===== src/rtl/fifo_control_if.sv =====
// Handshake and status bundle between fifo_control and its producer/consumer.
// AlmostFull/AlmostEmpty exist only when FIFO_CONTROL_ALMOST_EN is defined.
interface fifo_control_if;
  logic       Push;
  logic       Pop;
  logic       Clear;
  logic [2:0] AddrWrite;
  logic [2:0] AddrRead;
  logic       WE;
  logic       OE;
  logic [3:0] Count;
  logic       Full;
  logic       Empty;
  logic       Overflow;
  logic       Underflow;
`ifdef FIFO_CONTROL_ALMOST_EN
  logic       AlmostFull;
  logic       AlmostEmpty;

  modport master (
    output Push, Pop, Clear,
    input  AddrWrite, AddrRead, WE, OE, Count, Full, Empty, Overflow, Underflow,
    input  AlmostFull, AlmostEmpty
  );
  modport slave (
    input  Push, Pop, Clear,
    output AddrWrite, AddrRead, WE, OE, Count, Full, Empty, Overflow, Underflow,
    output AlmostFull, AlmostEmpty
  );
`else
  modport master (
    output Push, Pop, Clear,
    input  AddrWrite, AddrRead, WE, OE, Count, Full, Empty, Overflow, Underflow
  );
  modport slave (
    input  Push, Pop, Clear,
    output AddrWrite, AddrRead, WE, OE, Count, Full, Empty, Overflow, Underflow
  );
`endif
endinterface


===== src/rtl/fifo_control.sv =====
// Pointer/occupancy controller for an external 8x16 FIFO memory.
// Optional threshold flags enabled by defining FIFO_CONTROL_ALMOST_EN.
module fifo_control #(
  parameter int unsigned AF_LEVEL = 6,
  parameter int unsigned AE_LEVEL = 2
) (
  input  logic          Clk,
  input  logic          Reset,
  fifo_control_if.slave bus
);

  logic [3:0] wr_ptr;
  logic [3:0] rd_ptr;
  logic [3:0] count;
  logic       overflow;
  logic       underflow;
  logic       full;
  logic       empty;
  logic       we;
  logic       oe;

  if (AF_LEVEL < 1 || AF_LEVEL > 7 || AE_LEVEL < 1 || AE_LEVEL > 7) begin : g_level_check
    $error("fifo_control: AF_LEVEL and AE_LEVEL must be within 1..7");
  end

  assign full  = (count == 4'd8);
  assign empty = (count == 4'd0);

  // Reset gating keeps the memory strobes quiet while the async reset is held.
  always_comb begin
    we = bus.Push & (~full | bus.Pop) & ~bus.Clear & ~Reset;
    oe = bus.Pop & ~empty & ~bus.Clear & ~Reset;
  end

  always_ff @(posedge Clk or posedge Reset) begin
    if (Reset) begin
      wr_ptr    <= '0;
      rd_ptr    <= '0;
      count     <= '0;
      overflow  <= 1'b0;
      underflow <= 1'b0;
    end else if (bus.Clear) begin
      wr_ptr    <= '0;
      rd_ptr    <= '0;
      count     <= '0;
      overflow  <= 1'b0;
      underflow <= 1'b0;
    end else begin
      if (we) wr_ptr <= wr_ptr + 4'd1;
      if (oe) rd_ptr <= rd_ptr + 4'd1;
      case ({we, oe})
        2'b10:   count <= count + 4'd1;
        2'b01:   count <= count - 4'd1;
        default: count <= count;
      endcase
      if (bus.Push & full & ~bus.Pop) overflow  <= 1'b1;
      if (bus.Pop & empty)            underflow <= 1'b1;
    end
  end

  assign bus.AddrWrite = wr_ptr[2:0];
  assign bus.AddrRead  = rd_ptr[2:0];
  assign bus.WE        = we;
  assign bus.OE        = oe;
  assign bus.Count     = count;
  assign bus.Full      = full;
  assign bus.Empty     = empty;
  assign bus.Overflow  = overflow;
  assign bus.Underflow = underflow;

`ifdef FIFO_CONTROL_ALMOST_EN
  localparam logic [3:0] AF_THRESH = 4'(AF_LEVEL);
  localparam logic [3:0] AE_THRESH = 4'(AE_LEVEL);

  assign bus.AlmostFull  = (count >= AF_THRESH);
  assign bus.AlmostEmpty = (count <= AE_THRESH);
`endif

endmodule


===== src/flat_wrapper.sv =====
// flat-port wrapper written by rule: the top's interface ports become plain ports
module fifo_control_flat 
#(
  parameter int unsigned AF_LEVEL = 6,
  parameter int unsigned AE_LEVEL = 2
)
  (Clk, Reset, bus_Push, bus_Pop, bus_Clear, bus_AddrWrite, bus_AddrRead, bus_WE, bus_OE, bus_Count, bus_Full, bus_Empty, bus_Overflow, bus_Underflow);
  fifo_control_if bus_i ();
  input  logic Clk;
  input  logic Reset;
  input wire logic [$bits(bus_i.Push)-1:0] bus_Push;
  input wire logic [$bits(bus_i.Pop)-1:0] bus_Pop;
  input wire logic [$bits(bus_i.Clear)-1:0] bus_Clear;
  output wire logic [$bits(bus_i.AddrWrite)-1:0] bus_AddrWrite;
  output wire logic [$bits(bus_i.AddrRead)-1:0] bus_AddrRead;
  output wire logic [$bits(bus_i.WE)-1:0] bus_WE;
  output wire logic [$bits(bus_i.OE)-1:0] bus_OE;
  output wire logic [$bits(bus_i.Count)-1:0] bus_Count;
  output wire logic [$bits(bus_i.Full)-1:0] bus_Full;
  output wire logic [$bits(bus_i.Empty)-1:0] bus_Empty;
  output wire logic [$bits(bus_i.Overflow)-1:0] bus_Overflow;
  output wire logic [$bits(bus_i.Underflow)-1:0] bus_Underflow;
  assign bus_i.Push = bus_Push;
  assign bus_i.Pop = bus_Pop;
  assign bus_i.Clear = bus_Clear;
  assign bus_AddrWrite = bus_i.AddrWrite;
  assign bus_AddrRead = bus_i.AddrRead;
  assign bus_WE = bus_i.WE;
  assign bus_OE = bus_i.OE;
  assign bus_Count = bus_i.Count;
  assign bus_Full = bus_i.Full;
  assign bus_Empty = bus_i.Empty;
  assign bus_Overflow = bus_i.Overflow;
  assign bus_Underflow = bus_i.Underflow;
  fifo_control #(.AF_LEVEL(AF_LEVEL), .AE_LEVEL(AE_LEVEL)) u_core (.Clk(Clk), .Reset(Reset), .bus(bus_i));
endmodule

===== config.mk =====
export PLATFORM = sky130hd
export DESIGN_NAME = fifo_control_flat
export DESIGN_NICKNAME = d
export VERILOG_FILES = /design/src/rtl/fifo_control_if.sv /design/src/rtl/fifo_control.sv /design/src/flat_wrapper.sv
export SDC_FILE = /design/constraint.sdc
export NUM_CORES = 1
export LEC_CHECK = 0
export BUFFER_PORTS_ARGS = -buffer_cell sky130_fd_sc_hd__buf_2
export CORE_UTILIZATION = 52
export DETAILED_ROUTE_END_ITERATION = 10
export MAX_ROUTING_LAYER = met4
export PLACE_DENSITY = 0.81
export SLEW_MARGIN = 10
export SYNTH_ARGS = -nofsm -noshare
export SYNTH_HDL_FRONTEND = slang
export SYNTH_SLANG_ARGS = --single-unit

===== constraint.sdc =====
create_clock -name Clk -period 3.66 [get_ports Clk]
set_clock_uncertainty 0.05 [all_clocks]
set_input_delay 0.549 -clock Clk [delete_from_list [all_inputs] [get_ports Clk]]
set_output_delay 0.549 -clock Clk [all_outputs]
set_load 0.005 [all_outputs]

==> results.json <==
{
  "synth_area_sq_um": 696,
  "coreArea_sq_mm": 0.00117,
  "syn-instance-count": 69,
  "cp_max_fo": 7,
  "hold_class": "in2async",
  "dr.first_iter.drc_count": 14,
  "cts_hold_buf": 0,
  "clkSlewWorstSetupHoldPaths_ns": 0.08,
  "relSlewSlack_pct": 70.4,
  "track_usage_pct": 22.0,
  "place_hpwl_microns": 979,
  "finalHoldViolations": 0,
  "required_ns": 3.82,
  "die_area_sq_mm": 0.00149,
  "outcome": "completed",
  "ir_worst_vdd_v": 0.000275,
  "cts_setup_buffers": 0,
  "rsz0062_at_grt": "false",
  "fin_crit_sh_pct": 67.6,
  "numCtsBuffers": 3,
  "antenna_found_initial": 0,
  "gp_congestion": 0.862,
  "synth_compound_area_share_pct": 8.27,
  "cp.arrival_ns": 2.63,
  "clock_path_buffers": 2,
  "drt-total-wl_microns": 1290,
  "rr_worst_depth": 9,
  "drc": 0,
  "routedWlPerCell_microns": 12.2,
  "rrSetupSlack_ns": 1.19,
  "firstDrtPassIters": 3,
  "sw_frac_of_total_pct": 27.5,
  "hold_ws_ns": 0.251,
  "total_power_uw": 320,
  "syn_to_final_growth_pct": 21.6,
  "max_cap_violations": 0,
  "die_w_microns": 38.6,
  "clock_sinks": 12,
  "cts_tree": "built",
  "cts-root-buf": "clkbuf_4",
  "p_per_area_mw_per_mm2": 379,
  "synth_top_family_by_area": "simple AND/OR/NAND/NOR gates",
  "netlist_top_cells_area": "dfrtp_1, ha_1, nor2_1",
  "yosysWarningCount": 0,
  "avgViaCountPerCell": 5.34,
  "crit_type": "reg2reg",
  "synth_top_area_share_pct": 43.2,
  "setup_violations": 0,
  "port_buffers": 20,
  "ys_top_cells_by_count": "nor2_1, dfrtp_1, inv_1",
  "initial_core_util_pct": 59.4,
  "async_flop_share_pct": 100,
  "ys_ff_latch": 12,
  "via_count": 566,
  "grt_max_degree": 14,
  "synth_edf_count": 0,
  "crit_path_start_kind": "flip-flop",
  "period_needed_ns": 2.47,
  "power_frac_seq_pct": 46.9,
  "max_freq_mhz": 404,
  "postRouteAntennaNets": 0,
  "p_int_uw": 232,
  "grt_pass1_wl_microns": 2120,
  "synth_fa_ha_area_share_pct": 10.1,
  "drive_gt1_share_pct": 30.4,
  "synthMuxAreaShare_pct": 4.50,
  "final_nets": 103,
  "synth_xor_area_share_pct": 7.55,
  "synth-simple-area-share_pct": 22.7,
  "syn_area_per_cell_sq_um": 10.1,
  "power_frac_comb_pct": 20.7,
  "cts_resized": 0,
  "pin_count": 21,
  "r2r-start": "u_core.bus.Count[0]$_DFFE_PP0P_",
  "grt_pass1_vias": 469,
  "yosys.cell_types.count": 24,
  "p_sw_uw": 88.0,
  "fin_setup_tns_ns": 0,
  "htreeDepth": 1,
  "synth.most_common_cell": "nor2_1",
  "overflow": 0,
  "final_max_slew_viol_count": 0,
  "tightest_slew_ns": 0.443,
  "ys.flop_type": "dfrtp_1",
  "rr_endpoint": "u_core.bus.Count[3]$_DFFE_PP0P_",
  "endpoint_kind": "flip-flop",
  "yosysTopAreaCell": "dfrtp_1",
  "rows": 12,
  "die_h_microns": 38.6,
  "seq_area_frac_synth_pct": 43.2,
  "clk_latency_ns": 0.27,
  "diodes": 0,
  "leakage_nw": 0.494,
  "synth.net_count": 79,
  "p_clk_share_pct": 32.5
}
metal layers:
metal	wire (microns)	global-route usage, %
met1	619	32.0
met2	601	27.5
met3	60	8.67
met4	11	7.76
met5	0	-
flip-flops by register name (all words and copies together) (netlist names):
name / cells
u_core.bus.Count: 4
u_core.bus.Underflow: 1
u_core.rd_ptr: 3
u_core.bus.Overflow: 1
u_core.wr_ptr: 3
area by class of cell:
cell class / instances / area, sq um
Multi-Input combinational cell: 50 / 369
Fill cell: 99 / 325
Sequential cell: 12 / 300
Timing Repair Buffer: 20 / 100
Clock buffer: 4 / 36.3
Inverter: 6 / 22.5
Tap cell: 14 / 17.5
how the worst max path moves through the flow:
stage / from / depth (start not counted) / slack, ns / endpoint
5_1_grt: u_core.bus.Count[0]$_DFFE_PP0P_ / 9 / 1.02 / u_core.bus.Count[3]$_DFFE_PP0P_
2_1_floorplan: u_core.bus.Count[0]$_DFFE_PP0P_ / 9 / 1.31 / u_core.bus.Count[3]$_DFFE_PP0P_
3_5_place_dp: u_core.bus.Count[0]$_DFFE_PP0P_ / 9 / 1.18 / u_core.bus.Count[3]$_DFFE_PP0P_
3_3_place_gp: u_core.bus.Count[0]$_DFFE_PP0P_ / 9 / 1.24 / u_core.bus.Count[3]$_DFFE_PP0P_
4_1_cts: u_core.bus.Count[0]$_DFFE_PP0P_ / 9 / 1.18 / u_core.bus.Count[3]$_DFFE_PP0P_
6_report: u_core.bus.Count[0]$_DFFE_PP0P_ / 9 / 1.19 / u_core.bus.Count[3]$_DFFE_PP0P_
metrics by stage:
| stage | instance area, sq um | setup WS (ns) | utilization [%] | instances |
|---|---|---|---|---|
| floorplan | 696 | 1.31 | - | 69 |
| global placement | 810 | 1.24 | 69.1 | 102 |
| detailed placement | 810 | 1.18 | 69.1 | 102 |
| CTS | 846 | 1.18 | 72.2 | 106 |
| global route | 846 | 1.02 | 72.2 | 106 |
| finish | 846 | 1.19 | 72.2 | 106 |
worst max-delay path: stages, from the launching register on:
cell      delay (ns)
dfrtp_1         0.47
or4_4           0.58
nand4b_1        0.15
inv_1           0.10
ha_1            0.27
a21o_1          0.18
a21oi_1         0.17
xor2_1          0.20
nand3_1         0.10
a21oi_1         0.15
kinds of logic after synthesis:
family | count (synthesis)
flip-flops | 12
buffers and inverters | 7
AND/OR/NAND/NOR | 27
adder cells (fa/ha/maj) | 5
multiplexers | 3
XOR/XNOR | 6
AO/OA/AOI/OAI | 9
power groups by stage:
| stage | Sequential [mW] | Clock, mW | Combinational, mW |
|---|---|---|---|
| floorplan | 0.152 | 0 | 0.0428 |
| global placement | 0.152 | 0 | 0.0649 |
| detailed placement | 0.153 | 0 | 0.0669 |
| CTS | 0.150 | 0.106 | 0.0671 |
| global route | 0.152 | 0.111 | 0.0740 |
| finish | 0.150 | 0.104 | 0.0662 |
placed cells by master, fill, tap and decap left out:
master	Yosys	routed
clkbuf_4	0	3
or3_1	1	1
nand3b_1	2	2
xor2_1	4	4
a211oi_1	1	1
nand2_1	4	4
ha_1	4	4
clkbuf_8	0	1
or4_4	1	1
a21o_1	2	2
dfrtp_1	12	12
mux2i_1	2	2
nand4b_1	1	1
nand3_1	2	2
a21oi_1	4	4
or4b_1	1	1
nor4_4	1	1
nor2_1	13	13
fa_1	1	1
o21ai_0	1	1
mux2_2	1	1
xnor2_1	2	2
inv_1	6	6
buf_2	0	20
and3_4	1	1
o211a_1	1	1
Power figures use the tool's default switching activity.
